===== src/rtl/updown_sweep_ctrl.sv =====
// Command-driven sequencer over a 3-bit up/down counter with terminal-count detection.
// Runs UP, DOWN or BOUNCE sweeps for a programmed number of terminal-count passes.
module updown_sweep_ctrl #(
    parameter int unsigned PASS_W = 4
) (
    input  logic              clk,
    input  logic              clrbar,
    input  logic              cmd_valid,
    output logic              cmd_ready,
    input  logic [1:0]        cmd_mode,
    input  logic [PASS_W-1:0] cmd_passes,
    input  logic              hold,
    input  logic              abort,
    output logic [2:0]        q,
    output logic              dir,
    output logic              tc,
    output logic              busy,
    output logic              done,
    output logic              err,
    output logic [PASS_W-1:0] passes_left
);

    localparam int unsigned Q_W = 3;
    localparam logic [1:0] MODE_DOWN   = 2'b01;
    localparam logic [1:0] MODE_BOUNCE = 2'b10;
    localparam logic [1:0] MODE_BAD    = 2'b11;

    typedef enum logic [1:0] {
        IDLE = 2'd0,
        RUN  = 2'd1,
        DONE = 2'd2
    } state_t;

    state_t            state_q, state_d;
    logic [Q_W-1:0]    q_q, q_d;
    logic              dir_q, dir_d;
    logic [PASS_W-1:0] passes_q, passes_d;
    logic              bounce_q, bounce_d;
    logic              err_d;
    logic              term;

    assign term = dir_q ? (q_q == '1) : (q_q == '0);
    assign tc   = (state_q == RUN) & term & ~hold & ~abort;

    // State and datapath registers; status flags are registered from the next state
    always_ff @(posedge clk or negedge clrbar) begin
        if (!clrbar) begin
            state_q   <= IDLE;
            q_q       <= '0;
            dir_q     <= 1'b1;
            passes_q  <= '0;
            bounce_q  <= 1'b0;
            err       <= 1'b0;
            cmd_ready <= 1'b1;
            busy      <= 1'b0;
            done      <= 1'b0;
        end else begin
            state_q   <= state_d;
            q_q       <= q_d;
            dir_q     <= dir_d;
            passes_q  <= passes_d;
            bounce_q  <= bounce_d;
            err       <= err_d;
            cmd_ready <= (state_d == IDLE);
            busy      <= (state_d != IDLE);
            done      <= (state_d == DONE);
        end
    end

    // Next-state and counter update
    always_comb begin
        state_d  = state_q;
        q_d      = q_q;
        dir_d    = dir_q;
        passes_d = passes_q;
        bounce_d = bounce_q;
        err_d    = 1'b0;
        case (state_q)
            IDLE: begin
                if (cmd_valid) begin
                    if ((cmd_mode != MODE_BAD) && (cmd_passes != '0)) begin
                        state_d  = RUN;
                        passes_d = cmd_passes;
                        bounce_d = (cmd_mode == MODE_BOUNCE);
                        if (cmd_mode == MODE_DOWN) begin
                            q_d   = '1;
                            dir_d = 1'b0;
                        end else begin
                            q_d   = '0;
                            dir_d = 1'b1;
                        end
                    end else begin
                        err_d = 1'b1;
                    end
                end
            end
            RUN: begin
                if (abort) begin
                    state_d  = IDLE;
                    q_d      = '0;
                    dir_d    = 1'b1;
                    passes_d = '0;
                end else if (!hold) begin
                    if (term && (passes_q == PASS_W'(1))) begin
                        passes_d = '0;
                        state_d  = DONE;
                    end else begin
                        // A plain step in the (possibly reversed) direction gives wrap or bounce
                        if (term) begin
                            passes_d = passes_q - PASS_W'(1);
                            if (bounce_q) begin
                                dir_d = ~dir_q;
                            end
                        end
                        q_d = dir_d ? (q_q + Q_W'(1)) : (q_q - Q_W'(1));
                    end
                end
            end
            DONE: begin
                state_d = IDLE;
            end
            default: begin
                state_d = IDLE;
            end
        endcase
    end

    assign q           = q_q;
    assign dir         = dir_q;
    assign passes_left = passes_q;

endmodule

===== config.mk =====
export PLATFORM = sky130hd
export DESIGN_NAME = updown_sweep_ctrl
export DESIGN_NICKNAME = d
export VERILOG_FILES = /design/src/rtl/updown_sweep_ctrl.sv
export SDC_FILE = /design/constraint.sdc
export NUM_CORES = 1
export LEC_CHECK = 0
export ABC_AREA = 1
export CAP_MARGIN = 25
export CELL_PAD_IN_SITES_DETAIL_PLACEMENT = 0
export CELL_PAD_IN_SITES_GLOBAL_PLACEMENT = 1
export CORE_MARGIN = 1.5
export CORE_UTILIZATION = 34
export DETAILED_ROUTE_END_ITERATION = 12
export HOLD_SLACK_MARGIN = 0.05
export PLACE_DENSITY_LB_ADDON = 0.3
export SYNTH_ARGS = -nofsm -noshare
export SYNTH_HDL_FRONTEND = slang
export SYNTH_SLANG_ARGS = --single-unit

===== constraint.sdc =====
create_clock -name clk -period 2.45 [get_ports clk]
set_input_delay 0.49 -clock clk [delete_from_list [all_inputs] [get_ports clk]]
set_output_delay 0.49 -clock clk [all_outputs]
set_load 0.02 [all_outputs]

Word level (Yosys, flattened, before mapping)
Index checks and enable logic that the tools add are counted.

Memories: 0. Bits in writable memories: 0. Bits in registers: 15. Input bits: 11. Bits in read-only memories: 0. Bits in latches: 0. Output and inout port bits: 13. Word-level logic and storage cells: 79.

Multipliers: 0. Div/mod/pow operators: 0. Reductions and logical operators: 11. Bitwise gates (word level): 6. Eq/ne operators: 12. Shifts and indexed selects: 0. $add $sub $neg: 3. Multiplexer cells: 38. Magnitude comparators: 0.

Operators by type and width (count): two-way mux 4 bit (6); two-way mux 3 bit (7); two-way mux 1 bit (16); two-way mux 2 bit (5); AND reduction 5 bit (2); case mux 4 bit (2 select lines) (1); inequality test 2 bit (second input constant) (3); inequality test 3 bit (second input constant) (2); case mux 3 bit (2 select lines) (1); == test 2 x 1 -> 1 bit (second input constant) (2); == test 2 bit (second input constant) (2); == test 4 x 1 -> 1 bit (second input constant) (1); logical NOT 2 bit (2); inequality test 4 x 3 -> 1 bit (second input constant) (1); case mux 2 bit (2 select lines) (1); nonzero test 2 bit (2); nonzero test 4 bit (1); subtractor 4 x 1 -> 4 bit (second input constant) (1); adder 3 x 1 -> 3 bit (second input constant) (1); AND 1 bit (3); == test 3 bit (second input constant) (1); logical NOT 3 bit (1); inverter 1 bit (3); AND reduction 3 bit (1); 3 further kinds (4).

Longest topological paths before layout
Gate-level depths: netlist of the first run.

Word-level depth: 12. Mapped depth: 12. Gate-level depth less buffers: 12.

Least setup slack after synthesis of the first run
OpenSTA, ideal clock, no wires.

Path kind: reg-to-reg. From: register dir_q (netlist: dir). To: register q_q[2] (netlist: q[2]). Required time: 2.330 ns. Clock period less this slack: 1.893 ns. Path buffers: 0. Library setup time: 0.120 ns. Arrival: 1.774 ns. Setup slack: 0.557 ns. Cell stages (with the launch flop): 13. Cell sequence: dfstp_2 > inv_1 > nand2_1 > nand2_1 > nand2_1 > nand2_1 > fa_1 > xnor2_1 > nand3_1 > nand2_1 > nor2_1 > nor2_1 > nor2_1.

Longest elaborated chain between the ends: 12. Elaborated cells on any way between the ends: 16. Classes of those cells: 1 x eq/ne; 12 x mux; 1 x bitwise; 2 x reduce/logical.

Ends and longest elaborated chain: start, declared (RTL line 36) `logic dir_q, dir_d;`; start signal, assigned (RTL line 60) `dir_q <= dir_d;`; inverter 1 bit (RTL line 112) `dir_d = ~dir_q;`; two-way mux 1 bit (RTL line 111) `if (bounce_q) begin`; two-way mux 1 bit (RTL line 109) `if (term) begin`; two-way mux 1 bit (RTL line 104) `if (term && (passes_q == PASS_W'(1))) begin`; two-way mux 1 bit (RTL line 103) `end else if (!hold) begin`; two-way mux 1 bit (RTL line 98) `if (abort) begin`; two-way mux 1 bit (RTL line 78) `case (state_q)`; two-way mux 3 bit (RTL line 115) `q_d = dir_d ? (q_q + Q_W'(1)) : (q_q - Q_W'(1));`; two-way mux 3 bit (RTL line 104); two-way mux 3 bit (RTL line 103); two-way mux 3 bit (RTL line 98); case mux 3 bit (2 select lines) (RTL line 78); end signal, assigned (RTL line 59) `q_q <= q_d;`; end, declared (RTL line 35) `logic [Q_W-1:0] q_q, q_d;`.

Several ways; a longest one is shown, not always the timed one. The select of a mux whose other input is x is not followed. A chain may end at the register's enable or synchronous reset.

Worst setup path after layout of the first run
From: register dir_q (netlist: dir). To: output port tc.

Longest elaborated chain between the ends: 4.

Ends and longest elaborated chain: two-way mux 1 bit (RTL line 42) `assign term = dir_q ? (q_q == '1) : (q_q == '0);`; AND 1 bit (3 in a row) (RTL line 43) `assign tc = (state_q == RUN) & term & ~hold & ~abort;`; end, declared (RTL line 16) `output logic tc,`.

No other way between the ends.

==> results of run 1 <==
## registers in the layout (all words and copies together) (netlist names)
signal	cells
cmd_ready	1
passes_left	4
dir	1
done	1
bounce_q	1
q	3
busy	1
state_q	2
err	1
## area by class of cell
type | count | area (µm²)
Clock buffer | 4 | 26.3
Fill cell | 280 | 1450
Inverter | 18 | 70.1
Multi-Input combinational cell | 100 | 524
Sequential cell | 15 | 378
Tap cell | 31 | 38.8
Timing Repair Buffer | 25 | 244
## worst max-delay path, delay by kind of cell, from the launching register on
kind                   cells  cell delay [ns]
DFF                        1             0.59
and+or+nand+nor            4             0.31
buffers and inverters      3             0.44
## cells by family (layout without fill, tap and decap cells)
group / count (synthesis) / after routing
AND/OR/NAND/NOR: 83 / 83
buffers and inverters: 18 / 47
flip-flops: 15 / 15
AO/OA/AOI/OAI: 12 / 12
adder cells (fa/ha/maj): 3 / 3
XOR/XNOR: 2 / 2
## stage by stage
step / hold WS [ns] / instances / utilization (%) / cell area [µm²] / power [mW]
global placement: 0.509 / 189 / 45.9 / 1260 / 1.22
CTS: 0.536 / 193 / 46.9 / 1280 / 1.39
detailed placement: 0.517 / 189 / 45.9 / 1260 / 1.24
floorplan: 0.194 / 133 / - / 972 / 0.954
finish: 0.525 / 193 / 46.9 / 1280 / 1.37
global route: 0.559 / 193 / 46.9 / 1280 / 1.51
## report_power, final
group | internal [mW] | leakage, nW | switching (mW) | total, mW
Sequential | 0.338 | 0.188 | 0.105 | 0.443
Clock | 0.0634 | 0.0150 | 0.0849 | 0.148
Combinational | 0.329 | 0.457 | 0.448 | 0.777
Total | 0.731 | 0.660 | 0.638 | 1.37
## path summary, 6_finish.rpt
| check | start | end | slack (ns) | cells past startpoint |
|---|---|---|---|---|
| worst max-delay path | dir$_DFFE_PN1P_ | tc | 0.32 | 7 |
| worst min-delay path | dir$_DFFE_PN1P_ | dir$_DFFE_PN1P_ | 0.52 | 2 |
| worst max register to register | dir$_DFFE_PN1P_ | q[2]$_DFFE_PN0P_ | 0.46 | 12 |
| worst min register to register | dir$_DFFE_PN1P_ | dir$_DFFE_PN1P_ | 0.52 | 2 |
| max in group asynchronous | clrbar | passes_left[1]$_DFFE_PN0P_ | 1.40 | 1 |
| min in group asynchronous | clrbar | err$_DFF_PN0_ | 0.61 | 1 |
## cell usage in the layout, fill, tap and decap left out, drive strengths merged
| master | n |
|---|---|
| dlygate4sd2 | 1 |
| fa | 1 |
| nor2 | 18 |
| dfstp | 2 |
| a21oi | 6 |
| dfrtp | 13 |
| nand3b | 1 |
| buf | 2 |
| nor3 | 1 |
| inv | 18 |
| nand2 | 54 |
| xor2 | 1 |
| ha | 2 |
| xnor2 | 1 |
| o21ai | 6 |
| clkbuf | 4 |
| nand3 | 9 |
| clkdlybuf4s50 | 22 |
## routing by layer
layer  wire length, µm  vias up  GRT usage [%]
met1               989      412           20.1
met4                29        0           5.10
met5                 0        -              0
met2              1100       15           27.1
li1                  -      465              -
met3                92        5           4.84
==> load_flow_metrics.sql, run 1 <==
INSERT INTO impl_metrics (metric_group, metric, value, unit) VALUES
('worst_setup_path', 'setup.worst_path.end_class', 'primary output', ''),
('die', 'die_area', '3190', 'µm²'),
('layout', 'antenna_cells', '0', ''),
('outcome', 'run_status', 'completed', ''),
('worst_setup_path', 'worst-setup-path-type', 'flip-flop to primary output', ''),
('synthesis', 'synth_most_common_cell', 'sky130_fd_sc_hd__nand2_1', ''),
('grt', 'track_usage', '16.3', '%'),
('clock_tree', 'cts.path.max_buffers', '2', ''),
('worst_setup_path', 'worst-path-max-fanout', '6', ''),
('synthesis', 'post_synth_main_area_contributors', 'sky130_fd_sc_hd__dfrtp_1 33%, sky130_fd_sc_hd__nand2_1 19%, sky130_fd_sc_hd__nor2_1 5.8%, sky130_fd_sc_hd__dfstp_2 5.4%, sky130_fd_sc_hd__inv_1 5.4%', ''),
('synthesis', 'synth_cell_type_count', '24', ''),
('pwr', 'worst_ir_drop_vdd', '0.000556', 'V'),
('synthesis', 'ys_ff_latch', '15', ''),
('clock_tree', 'cts_made_buffers', '3', ''),
('place', 'dp_worst_setup_slack', '0.0311', 'ns'),
('clock_tree', 'number_of_sinks_on_the_clock_net', '15', ''),
('synthesis', 'yosys-mux-area-fraction', '0', '%'),
('grt', 'grt_first_pass_wirelength', '4050', 'µm'),
('flow_run', 'max-cap-violations', '0', ''),
('clock_tree', 'path_clk_slew', '0.09', 'ns'),
('timing', 'clock.fmax', '0.470', 'GHz'),
('die', 'floorplan.initialDensity', '35.6', '%'),
('pwr', 'power.static_leakage', '0.660', 'nW'),
('worst_setup_path', 'cpMaxStageDelayCell', 'sky130_fd_sc_hd__dfstp_2', ''),
('synthesis', 'synth_sequential_area_ratio', '38.9', '%'),
('clock_tree', 'clk-insertion-delay-late', '0.29', 'ns'),
('route', 'antenna_violating_nets_post_route', '0', ''),
('synthesis', 'syn-instance-count', '133', ''),
('die', 'core_area', '2730', 'µm²'),
('timing', 'timing_max_transition_violations_final', '0', ''),
('timing', 'worst_slack', '0.321', 'ns'),
('timing', 'tns', '0', 'ns'),
('die', 'io_pins', '24', ''),
('synthesis', 'syn_area', '972', 'µm²'),
('clock_tree', 'cts_resized', '1', ''),
('synthesis', 'synth_nets', '147', ''),
('place', 'globalplace.congestion', '0.773', ''),
('route', 'dr.first_iter.drc_count', '12', ''),
('worst_setup_path', 'worstPathCellList', 'nand2_1 -> inv_1 -> nand2_1 -> nand2_2 -> inv_1 -> nor2_1 -> dlygate4sd2_1', ''),
('route', 'dr_total_vias', '897', ''),
('timing', 'layout_min_cycle_time', '2.13', 'ns'),
('grt', 'antenna_violations_before_repair', '0', ''),
('synthesis', 'synth-main-ff-cell', 'sky130_fd_sc_hd__dfrtp_1', ''),
('route', 'vias_per_cell', '4.65', ''),
('worst_setup_path', 'crit_path_max_incr_delay', '0.59', 'ns'),
('synthesis', 'syn-mean-instance-area', '7.31', 'µm²'),
('synthesis', 'synth_top_area_cell', 'sky130_fd_sc_hd__dfrtp_1', ''),
('place', 'portBuffers', '23', ''),
('die', 'placement_rows', '19', ''),
('clock_tree', 'clockRootBuffer', 'sky130_fd_sc_hd__clkbuf_4', ''),
('grt', 'global_route.overflow_total', '0', ''),
('clock_tree', 'cts.hold.buffers_added', '0', ''),
('clock_tree', 'tritoncts', 'yes', ''),
('synthesis', 'synth-compound-area-share', '8.49', '%'),
('synthesis', 'synth_top_family_by_area', 'simple AND/OR/NAND/NOR gates', ''),
('synthesis', 'commonest_cells_in_the_netlist', '48 x sky130_fd_sc_hd__nand2_1, 15 x sky130_fd_sc_hd__nor2_1, 14 x sky130_fd_sc_hd__inv_1', ''),
('synthesis', 'synth_enable_flop_cells', '0', ''),
('synthesis', 'ys_async_sr_fraction', '100', '%'),
('synthesis', 'synth_xor_area_share', '1.80', '%'),
('route', 'wl_per_cell', '11.5', 'µm'),
('hold_path', 'worstHoldPathType', 'flip-flop to flip-flop', ''),
('synthesis', 'synth_top_cell_area_share', '33.5', '%'),
('timing', 'final_hold_viol_count', '0', ''),
('layout', 'drive_gt1_share', '14.2', '%'),
('pwr', 'power.density_cell_area', '1070', 'nW/µm²'),
('timing', 'tightestPinTransition', '0.697', 'ns'),
('timing', 'min_period_over_period', '86.9', '%'),
('grt', 'grt_start_max_net_pins', '16', ''),
('place', 'place.detailed.hpwl', '1760', 'µm'),
('route', 'drc', '0', ''),
('timing', 'clock_skew', '0.00104', 'ns');
Power figures use the tool's default switching activity.
==> inputs of run 2 (changes only) <==
--- a/config.mk
+++ b/config.mk
@@ -7,7 +7,7 @@
 export LEC_CHECK = 0
 export ABC_AREA = 1
 export CAP_MARGIN = 25
-export CELL_PAD_IN_SITES_DETAIL_PLACEMENT = 0
+export CELL_PAD_IN_SITES_DETAIL_PLACEMENT = 1
 export CELL_PAD_IN_SITES_GLOBAL_PLACEMENT = 1
 export CORE_MARGIN = 1.5
 export CORE_UTILIZATION = 34
==> run 2 against run 1 <==
Effect of this change:
- critical path depth did not move
- clock power barely moved
- fmax fell by 1.8%
- non-clock buffer count did not move
- clock-buffer cell count did not move
- combinational power rose by 3.9%
- global-route usage rose by 1.6 points
- register-to-register slack barely moved
- via count rose by 0.78%
- clock skew rose by 0.0012 ns
- sequential cell count did not move
- critical path type unchanged
==> load_flow_metrics.sql, run 2 (synthesis results as in run 1) <==
INSERT INTO impl_metrics (metric_group, metric, value, unit) VALUES
('worst_setup_path', 'worst-path-max-fanout', '6', ''),
('timing', 'slew_headroom', '52.7', '%'),
('clock_tree', 'path_clk_slew', '0.09', 'ns'),
('grt', 'antenna_violations_before_repair', '0', ''),
('clock_tree', 'cts.path.max_buffers', '2', ''),
('worst_setup_path', 'cpMaxStageDelayCell', 'sky130_fd_sc_hd__dfstp_2', ''),
('worst_setup_path', 'path_buf_inv', '3', ''),
('grt', 'first_global_vias', '968', ''),
('grt', 'grt_most_used_layer', 'met2', ''),
('outcome', 'run_status', 'completed', ''),
('grt', 'gr-usage-met3', '5.30', '%'),
('place', 'portBuffers', '23', ''),
('grt', 'global_route.overflow_total', '0', ''),
('grt', 'grt_start_max_net_pins', '16', ''),
('worst_setup_path', 'critical_path_required', '1.96', 'ns'),
('layout', 'flip_flop_count_of_the_largest_register_all_copies_and_words_added', '4', ''),
('layout', 'syn_to_layout_area_delta', '31.8', '%'),
('pwr', 'worst_ir_drop_vdd', '0.000656', 'V'),
('worst_setup_path', 'crit_path_max_incr_delay', '0.59', 'ns'),
('pwr', 'total_power', '1.40', 'mW'),
('layout', 'layout.cells.most_common', 'sky130_fd_sc_hd__nand2_1', ''),
('route', 'antenna_violating_nets_post_route', '0', ''),
('die', 'core_area', '2730', 'µm²'),
('pwr', 'power.static_leakage', '0.660', 'nW'),
('route', 'drc', '0', ''),
('layout', 'antenna_cells', '0', ''),
('hold_path', 'worstHoldPathType', 'flip-flop to flip-flop', ''),
('layout', 'final_net_count', '177', ''),
('layout', 'fillcell_total', '351', ''),
('place', 'place.detailed.hpwl', '2120', 'µm'),
('route', 'wl_per_cell', '13.2', 'µm'),
('die', 'io_pins', '24', ''),
('worst_setup_path', 'setup.worst_path.start_class', 'flip-flop', ''),
('timing', 'final.hold.worst_slack', '0.522', 'ns'),
('clock_tree', 'cts_made_buffers', '3', ''),
('worst_setup_path', 'setup.worst_path.end_class', 'primary output', ''),
('hold_path', 'hold-path-endpoint', 'dir$_DFFE_PN1P_', ''),
('clock_tree', 'clockRootBuffer', 'sky130_fd_sc_hd__clkbuf_4', ''),
('timing', 'clock_skew', '0.00227', 'ns'),
('die', 'vertical_extent_of_the_die', '56.5', 'µm'),
('clock_tree', 'htree_num_levels', '1', ''),
('layout', 'most_frequent_cells_in_the_layout', '48 x sky130_fd_sc_hd__nand2_1, 22 x sky130_fd_sc_hd__clkdlybuf4s50_1, 15 x sky130_fd_sc_hd__nor2_1', ''),
('route', 'dr_total_vias', '904', ''),
('clock_tree', 'tritoncts', 'yes', ''),
('place', 'globalplace.congestion', '0.773', ''),
('clock_tree', 'cts.hold.buffers_added', '0', ''),
('place', 'detailed_place.area', '1260', 'µm²'),
('worst_setup_path', 'worst-r2r-cell-count', '12', ''),
('worst_setup_path', 'worst-endpoint-arrival', '1.68', 'ns'),
('timing', 'report.final.setup_viol', '0', ''),
('timing', 'min_period_over_period', '88.5', '%'),
('layout', 'drive_gt1_share', '14.2', '%'),
('timing', 'tns', '0', 'ns'),
('route', 'vias_per_cell', '4.68', ''),
('die', 'dieWidth', '56.5', 'µm'),
('timing', 'tightestPinTransition', '0.708', 'ns'),
('clock_tree', 'number_of_sinks_on_the_clock_net', '15', ''),
('grt', 'met2_usage', '32.1', '%'),
('die', 'placement_rows', '19', ''),
('worst_setup_path', 'crit-reg2reg-launch', 'dir$_DFFE_PN1P_', ''),
('worst_setup_path', 'worstPathCellList', 'nand2_1 -> inv_1 -> nand2_1 -> nand2_2 -> inv_1 -> nor2_1 -> dlygate4sd2_1', ''),
('hold_path', 'min_path_cells', '2', ''),
('timing', 'layout_min_cycle_time', '2.17', 'ns'),
('clock_tree', 'clk-insertion-delay-late', '0.29', 'ns'),
('die', 'die_area', '3190', 'µm²'),
('route', 'drt_first_pass_iters', '4', ''),
('worst_setup_path', 'startpoint', 'dir$_DFFE_PN1P_', ''),
('timing', 'unrepaired_setup_endpoints_after_global_routing', 'no', ''),
('timing', 'clock.fmax', '0.461', 'GHz'),
('flow_run', 'max-cap-violations', '0', ''),
('layout', 'layout.cells.non_filler', '193', ''),
('timing', 'timing_max_transition_violations_final', '0', ''),
('hold_path', 'timing.hold.worst.start', 'dir$_DFFE_PN1P_', ''),
('grt', 'track_usage', '17.8', '%'),
('pwr', 'power.density_cell_area', '1090', 'nW/µm²'),
('grt', 'grt_first_pass_wirelength', '4380', 'µm'),
('place', 'placed_cells_incl_taps', '189', ''),
('route', 'dr.first_iter.drc_count', '12', ''),
('worst_setup_path', 'worst-setup-path-type', 'flip-flop to primary output', ''),
('worst_setup_path', 'endpoint_of_the_worst_register_to_register_path', 'q[2]$_DFFE_PN0P_', ''),
('grt', 'grt_util_met1', '21.0', '%'),
('worst_setup_path', 'reg2reg_setup_slack', '0.46', 'ns'),
('route', 'routed_wl', '2550', 'µm'),
('timing', 'final_hold_viol_count', '0', ''),
('die', 'floorplan.initialDensity', '35.6', '%'),
('worst_setup_path', 'path_delay_family', 'flip-flops', ''),
('layout', 'design_area', '1280', 'µm²');
==> run 2: layout make-up <==
type                       instances  area [µm²]  share of cell area [%]
timing repair buffer              25         244                    19.0
clock buffer                       4        26.3                    2.05
inverter                          18        70.1                    5.47
sequential                        15         378                    29.5
tap                               31        38.8                    3.03
multi-input combinational        100         524                    40.9
==> run 2: worst max path at each step <==
stage | to | slack [ns] | depth (start not counted)
6_report | tc | 0.28 | 7
5_1_grt | tc | 0.12 | 7
4_1_cts | tc | 0.24 | 7
2_1_floorplan | q[2]$_DFFE_PN0P_ | 0.56 | 12
3_3_place_gp | tc | 0.06 | 5
3_5_place_dp | tc | 0.02 | 5
==> run 2: power by group <==
group          leakage, nW  internal (mW)  switching, mW
clock network       0.0150         0.0633         0.0845
logic                0.457          0.333          0.473
registers            0.188          0.338          0.105
==> run 2: routing by layer <==
metal / wire length (µm) / vias up
met5: 0 / -
met4: 8 / 0
met3: 84 / 2
met2: 1360 / 14
met1: 1100 / 422
li1: - / 466
==> run 2: worst min-delay path, stage by stage, from the launching register on <==
cell and delay [ns]:
sky130_fd_sc_hd__dfstp_2 0.41, sky130_fd_sc_hd__nand2_1 0.06, sky130_fd_sc_hd__o21ai_1 0.06
==> run 2: through the flow <==
step           setup WS (ns)  utilization (%)
2_1_floorplan          0.557                -
3_3_place_gp          0.0592             45.9
5_1_grt                0.121             46.9
3_5_place_dp          0.0169             45.9
6_report               0.281             46.9
4_1_cts                0.238             46.9
==> run 2: repair_timing <==
| item | CTS | global route |
|---|---|---|
| setup buffers | 0 | 0 |
| endpoints found under the hold margin | 0 | 0 |
| resized for setup | 1 | 0 |
| setup endpoints to repair | 1 | 0 |
